<file path="src/rtl/controle_pkg.sv">
// controle_pkg: button indices and fire FSM encoding shared by the GPIO input front-end.
package controle_pkg;
    localparam int BTN_LEFT  = 0;
    localparam int BTN_RIGHT = 1;
    localparam int BTN_UP    = 2;
    localparam int BTN_DOWN  = 3;
    localparam int BTN_FIRE  = 4;
    localparam int NUM_BTN   = 5;
    typedef enum logic [1:0] {FIRE_IDLE, FIRE_HOLD, FIRE_REPEAT} fire_state_e;
endpackage

</file>
<file path="src/rtl/controle_gpio_debounce_bit.sv">
// debounce_bit: 2-flop synchroniser, inversion and terminal-count debouncer for one active-low button.
module debounce_bit #(
    parameter int DEBOUNCE_CYCLES = 500000
) (
    input  logic CLOCK_50,
    input  logic reset,
    input  logic raw_n,
    output logic stable
);
    localparam int CW = DEBOUNCE_CYCLES > 1 ? $clog2(DEBOUNCE_CYCLES) : 1;
    logic [1:0]    sync_q;
    logic [CW-1:0] cnt_q, cnt_d;
    logic          stable_q, stable_d, s, term;
    assign s    = ~sync_q[1];
    assign term = cnt_q == CW'(DEBOUNCE_CYCLES - 1);
    always_comb begin
        cnt_d    = (s == stable_q || term) ? '0 : cnt_q + 1'b1;
        stable_d = (s != stable_q && term) ? s : stable_q;
    end
    always_ff @(posedge CLOCK_50) begin
        if (reset) begin
            sync_q   <= 2'b11;
            cnt_q    <= '0;
            stable_q <= 1'b0;
        end else begin
            sync_q   <= {sync_q[0], raw_n};
            cnt_q    <= cnt_d;
            stable_q <= stable_d;
        end
    end
    assign stable = stable_q;
endmodule

</file>
<file path="src/rtl/controle_gpio.sv">
// controle_gpio: debounced ship movement levels and fire pulse from raw active-low GPIO buttons.
// Define FIRE_AUTOREPEAT_EN to build the fire auto-repeat FSM.
module controle_gpio
    import controle_pkg::*;
#(
    parameter int DEBOUNCE_CYCLES = 500000,
    parameter int REPEAT_DELAY    = 25000000,
    parameter int REPEAT_PERIOD   = 5000000
) (
    input  logic               CLOCK_50,
    input  logic               reset,
    input  logic [NUM_BTN-1:0] gpio_n,
    output logic [NUM_BTN-1:0] btn_state,
    output logic               move_left,
    output logic               move_right,
    output logic               move_up,
    output logic               move_down,
    output logic               fire_pulse
);
    logic [NUM_BTN-1:0] st;
    logic [3:0]         move_q;
    logic               fire_q, fire_d;
    for (genvar i = 0; i < NUM_BTN; i++) begin : g_btn
        debounce_bit #(.DEBOUNCE_CYCLES(DEBOUNCE_CYCLES)) u_db (
            .CLOCK_50(CLOCK_50),
            .reset   (reset),
            .raw_n   (gpio_n[i]),
            .stable  (st[i])
        );
    end
    assign btn_state = st;
`ifdef FIRE_AUTOREPEAT_EN
    localparam int TMAX = REPEAT_DELAY > REPEAT_PERIOD ? REPEAT_DELAY : REPEAT_PERIOD;
    localparam int TW   = TMAX > 1 ? $clog2(TMAX) : 1;
    fire_state_e   state_q, state_d;
    logic [TW-1:0] timer_q, timer_d;
    // IDLE only persists while fire is released, so fire seen high in IDLE is the press edge
    always_comb begin
        state_d = state_q;
        timer_d = timer_q + 1'b1;
        fire_d  = 1'b0;
        if (!st[BTN_FIRE]) begin
            state_d = FIRE_IDLE;
            timer_d = '0;
        end else if (state_q == FIRE_IDLE) begin
            state_d = FIRE_HOLD;
            timer_d = '0;
            fire_d  = 1'b1;
        end else if (timer_q == (state_q == FIRE_HOLD ? TW'(REPEAT_DELAY - 1) : TW'(REPEAT_PERIOD - 1))) begin
            state_d = FIRE_REPEAT;
            timer_d = '0;
            fire_d  = 1'b1;
        end
    end
    always_ff @(posedge CLOCK_50) begin
        if (reset) begin
            state_q <= FIRE_IDLE;
            timer_q <= '0;
        end else begin
            state_q <= state_d;
            timer_q <= timer_d;
        end
    end
`else
    logic fire_prev_q;
    assign fire_d = st[BTN_FIRE] & ~fire_prev_q;
    always_ff @(posedge CLOCK_50) fire_prev_q <= reset ? 1'b0 : st[BTN_FIRE];
`endif
    // opposing directions held together cancel on their own axis only
    always_ff @(posedge CLOCK_50) begin
        if (reset) begin
            move_q <= '0;
            fire_q <= 1'b0;
        end else begin
            move_q <= {st[BTN_DOWN] & ~st[BTN_UP], st[BTN_UP] & ~st[BTN_DOWN],
                       st[BTN_RIGHT] & ~st[BTN_LEFT], st[BTN_LEFT] & ~st[BTN_RIGHT]};
            fire_q <= fire_d;
        end
    end
    assign move_left  = move_q[BTN_LEFT];
    assign move_right = move_q[BTN_RIGHT];
    assign move_up    = move_q[BTN_UP];
    assign move_down  = move_q[BTN_DOWN];
    assign fire_pulse = fire_q;
endmodule

</file>
<file path="config.mk">
export PLATFORM = sky130hd
export DESIGN_NAME = controle_gpio
export DESIGN_NICKNAME = d
export VERILOG_FILES = /design/src/rtl/controle_pkg.sv /design/src/rtl/controle_gpio_debounce_bit.sv /design/src/rtl/controle_gpio.sv
export SDC_FILE = /design/constraint.sdc
export NUM_CORES = 1
export LEC_CHECK = 0
export ABC_AREA = 1
export BUFFER_PORTS_ARGS = -buffer_cell sky130_fd_sc_hd__buf_2
export CORE_UTILIZATION = 37
export DETAILED_ROUTE_END_ITERATION = 8
export PLACE_DENSITY_LB_ADDON = 0.2
export SLEW_MARGIN = 20
export SYNTH_ARGS = -nofsm -noshare
export SYNTH_HDL_FRONTEND = slang
export SYNTH_SLANG_ARGS = --single-unit
</file>
<file path="constraint.sdc">
create_clock -name CLOCK_50 -period 2.09 [get_ports CLOCK_50]
set_clock_uncertainty 0.15 [all_clocks]
set_input_delay 0.1045 -clock CLOCK_50 [delete_from_list [all_inputs] [get_ports CLOCK_50]]
set_output_delay 0.1045 -clock CLOCK_50 [all_outputs]
set_load 0.01 [all_outputs]
</file>
# After elaboration in Yosys (flattened, before gate mapping)

Index checks and enable logic that the tools add are counted.

Bitwise operators: 15
Equality and inequality tests: 15
Add/sub/neg operators: 5
Reductions and logical operators: 15

Operators by type and width:

| kind                                           | number |
|---|---|
| adder 19 x 1 -> 19 bit (second input constant) | 5 |
| == test 19 bit (second input constant)         | 5 |
| NOT 1 bit                                      | 10 |
| OR reduction 2 bit                             | 5 |
| bitwise AND 1 bit                              | 5 |
| == test 1 bit                                  | 5 |
| logical AND 1 bit                              | 5 |
| logical OR 1 bit                               | 5 |
| inequality test 1 bit                          | 5 |

Flip-flop bits (word level): 116
Output and inout bits: 10
Logic and storage cells: 68
Bits of input ports: 7

# Depth between registers and ports, before layout

Depth in word-level cells: 4
Depth in mapped cells: 9

# Hierarchy

Synthesis repeated with hierarchy kept, for this count alone.

Cell total of the unflattened synthesis: 857
Area total of the unflattened synthesis: 5723.0 µm²

Modules (own cells, without submodules):

| module                            | area an instance (µm²) | cells each | sequential area each (µm²) | times used |
|---|---|---|---|---|
| debounce_bit at g_btn[0].u_db ... | 1111.1                 | 168        | 440.4                      | 4 |
| debounce_bit at g_btn[2].u_db     | 1108.6                 | 167        | 440.4                      | 1 |
| controle_gpio                     | 170.2                  | 18         | 120.1                      | 1 |

# Worst setup path after synthesis

Ideal clock, no wire load.

Kind: reg-to-reg
Start point: register g_btn[2].u_db.cnt_q[0]
End point: register g_btn[2].u_db.cnt_q[12]
Slack: 0.507 ns
Cell stages (with the launch flop): 8
Arrival: 1.319 ns
Cells stage by stage: dfxtp_1 > ha_1 > nand3_2 > inv_1 > nand3_2 > o21ai_4 > buf_6 > nor2_1

Word-level cells in the longest chain between the ends: 3

RTL lines:

| element                                                        | line                             | source |
|---|---|---|
| start, declared                                                | controle_gpio_debounce_bit.sv:12 | `logic [CW-1:0] cnt_q, cnt_d;` |
| start signal, assigned                                         | controle_gpio_debounce_bit.sv:27 | `cnt_q <= cnt_d;` |
| branches (longest 3 deep; another with adder 19 x 1 -> 19 bit) | -                                |  |

Parallel ways; which one is timed is not known.
A chain may end at the register's enable or synchronous reset.

# Worst setup path in the final report

Start point: register g_btn[2].u_db.cnt_q[0]
End point: register g_btn[2].u_db.cnt_q[18]

Same word-level chain as after synthesis.

==> impl_results.md <==
* Antenna Cells at 0
* Via/cell ratio at between 4 and 5
* First-pass GRT wire length at 20.20 mm
* Critical Path Sink: g_btn[2].u_db.cnt_q[18]$_SDFF_PP0_
* Layout Utilization at 44.24%
* Final Cycle Share at 86.57%
* Final #Nets at 870
* Finish-stage setup viols at 0
* CTS Root Cell: clkbuf_16
* Die Wd at between 100 and 150 µm
* GRT Total Usage at about 16%
* Total CTS buffers at 17
* Maxcap violations at 0
* Bufs on Longest Clock Path at 2
* WHS at 0.2528 ns
* Reg-to-Reg Start: g_btn[2].u_db.cnt_q[0]$_SDFF_PP0_
* Worst reg2reg path endpoint: g_btn[2].u_db.cnt_q[18]$_SDFF_PP0_
* Setup Buffers After CTS at 0
* First-pass iteration count of the detailed router at 7
* Worst setup SP type: register
* Design area at 0.006502 mm²
* Worst Setup SP: g_btn[2].u_db.cnt_q[0]$_SDFF_PP0_
* Unrepaired setup endpoints after global routing: no
* Finished Layout Cells at roughly 1100
* Insertion delay to the later sink of the worst-skew pair at roughly 0.42 ns
* Core Area at approximately 0.015 mm²
* Port bufs at 16
* Reg2reg path depth at 6
* Number of global-route vias before repair at 4434
* Largest net degree at the start of global routing at 19
* CTS sink count at roughly 120
* Pwr Density at just under 800 mW/mm²
* Slew margin rel. at 66.82%
* Placed instance area at 0.005859 mm²
* Hpwl dp at 8.255 mm
* Pwr Total at a little over 5 mW
* Clock transition at the registers of the reported paths at roughly 0.050 ns
* Peak supply drop at 0.0005532 V
* Total gr overflow at 0
* Slew Viols, Final at 0
* Mapped Area at 0.005633 mm²
* Hold Startpoint: fire_prev_q$_SDFF_PP0_
* Antenna Nets Post-Route at 0
* Initial Util at 38.32%
* CP Capture Type: register
* Layout cells sized above 1 at a little under 9%
* CP Data Arrival Time at 1.94 ns
* Yosys warns at 0
* Post-Synthesis Net Count at 838
* Iteration-0 DRC Markers at 257
* Hold buffer count at cts at 7
* Sequential area share after synthesis at just over 40%
* Row cnt at 44
* Most common cell after layout, fill and taps aside: nand2_1
* Wire length per cell at roughly 11 µm
* Initial antenna violation count at 0
* # IOs at 17
* Resize count post-CTS at 0
* Syn_area_per_cell at 6.819 µm²
* H-tree levels at 4
* Area Overhead vs Synth at 15.44%
* Most frequent cells in the layout: nand2_1 (207), nor2_1 (187), dfxtp_1 (116)
* #FFs+latches synth at roughly 120
* Max Fclk at 552.7 MHz
* Final worst slack at 0.2807 ns
* FF-to-FF setup slack at 0.28 ns
* Die Ht at 125.4 µm
* Leakage at between 2 and 2.5 nW
* Syn Inst Count at 826
* Via count at approximately 4700
* TritonCTS clock tree: yes
* Final setup TNS at 0 ns
* Library cells used by synthesis at 31
* DR DRC count at 1
* Gpl congestion at 0.8085
* Failing checks: design-rule violations
* Slew @ Worst Pin at between 0.4 and 0.5 ns
* Status: finished with violations
* Routed Wire Length at 11.26 mm
* Setup WS pre-CTS at ~0.27 ns
* Placed insts at 1016
* Maximum fanout along the worst path at 18
* Minimum clock period at 1.809 ns
* DIE AREA at 0.01572 mm²
* Fin. Hold Viols at 0
* CP Data Required Time at 2.22 ns
* Worst hold path class: register to register
* Critical path class: register to register
where the power goes:
| group | internal (mW) | switching [mW] | total, mW |
|---|---|---|---|
| Clock | 1.87 | 0.934 | 2.80 |
| Combinational | 0.0275 | 0.0342 | 0.0617 |
| Sequential | 2.23 | 0.00746 | 2.24 |
| Total | 4.12 | 0.975 | 5.10 |
worst max-delay path: stages (launching register included):
cell and delay [ns]:
dfxtp_1 0.41, ha_1 0.23, nand3_2 0.13, inv_1 0.11, nand3_2 0.11, o21ai_4 0.43, nor2_1 0.11
metal layers:
metal  vias to the layer above  track usage, %  share of wire, %
li1                       2608               -                 -
met1                      2027           21.06                53
met2                        61           24.02                42
met3                        19           4.236               3.1
met4                         0           8.393               2.0
met5                         -               0                 0
how the worst min path moves through the flow:
stage | endpoint | slack (ns) | cells after the start
floorplan | g_btn[0].u_db.sync_q[0]$_SDFF_PP1_ | 0.06 | 1
global placement | g_btn[4].u_db.sync_q[0]$_SDFF_PP1_ | 0.14 | 2
detailed placement | g_btn[1].u_db.sync_q[0]$_SDFF_PP1_ | 0.14 | 2
CTS | g_btn[1].u_db.sync_q[0]$_SDFF_PP1_ | 0.22 | 3
global route | g_btn[1].u_db.sync_q[0]$_SDFF_PP1_ | 0.24 | 3
finish | fire_pulse$_SDFF_PP0_ | 0.25 | 1
cells in the mapped netlist:
cell type,instances,area (µm²)
nor3_1,8,40.04
nor2_4,2,22.52
and2_1,1,6.260
buf_4,6,45.04
nand3_1,42,210.2
ha_1,5,62.56
nand2_4,1,11.26
buf_2,1,5.000
or2_2,13,81.33
nand3_4,1,17.52
inv_1,99,371.6
nor2_2,5,31.28
o21bai_2,1,11.26
nor3_2,1,10.01
xor2_1,31,271.5
nor3_4,1,16.27
nor2_1,187,701.9
xnor2_1,11,96.34
nand3_2,3,30.03
a21oi_1,34,170.2
clkbuf_1,1,3.750
dfxtp_1,116,2322
o21a_1,1,7.510
o21ai_4,1,16.27
nand3b_1,3,22.52
nand2_2,4,25.02
or2_0,4,25.02
nand2_1,207,777.0
buf_6,4,45.04
nand4_1,13,81.33
o21ai_0,19,95.09
registers in the layout, summed over array words and instances (netlist names):
| signal | cells |
|---|---|
| g_btn.u_db.sync_q | 10 |
| g_btn.u_db.stable | 5 |
| g_btn.u_db.cnt_q | 95 |
| move_q | 4 |
| fire_pulse | 1 |
| fire_prev_q | 1 |
cell type report:
| class | count | area (µm²) |
|---|---|---|
| repair buffers | 25 | 165.2 |
| multi-input cells | 599 | 2840 |
| flip-flops and latches | 116 | 2322 |
| well taps | 184 | 230.2 |
| clock inverters | 4 | 70.07 |
| fillers | 1535 | 8197 |
| inverters | 99 | 371.6 |
| clock buffers | 27 | 503.0 |
cell families after synthesis:
| family | count (synthesis) | share of synthesized area (%) |
|---|---|---|
| and+or+nand+nor | 496 | 37.45 |
| adders and majority gates | 5 | 1.111 |
| xor gates and xnor gates | 42 | 6.530 |
| DFF | 116 | 41.23 |
| AOI/OAI and AO/OA | 56 | 5.331 |
| buffers and inverters | 111 | 8.352 |
Power figures use the tool's default switching activity.
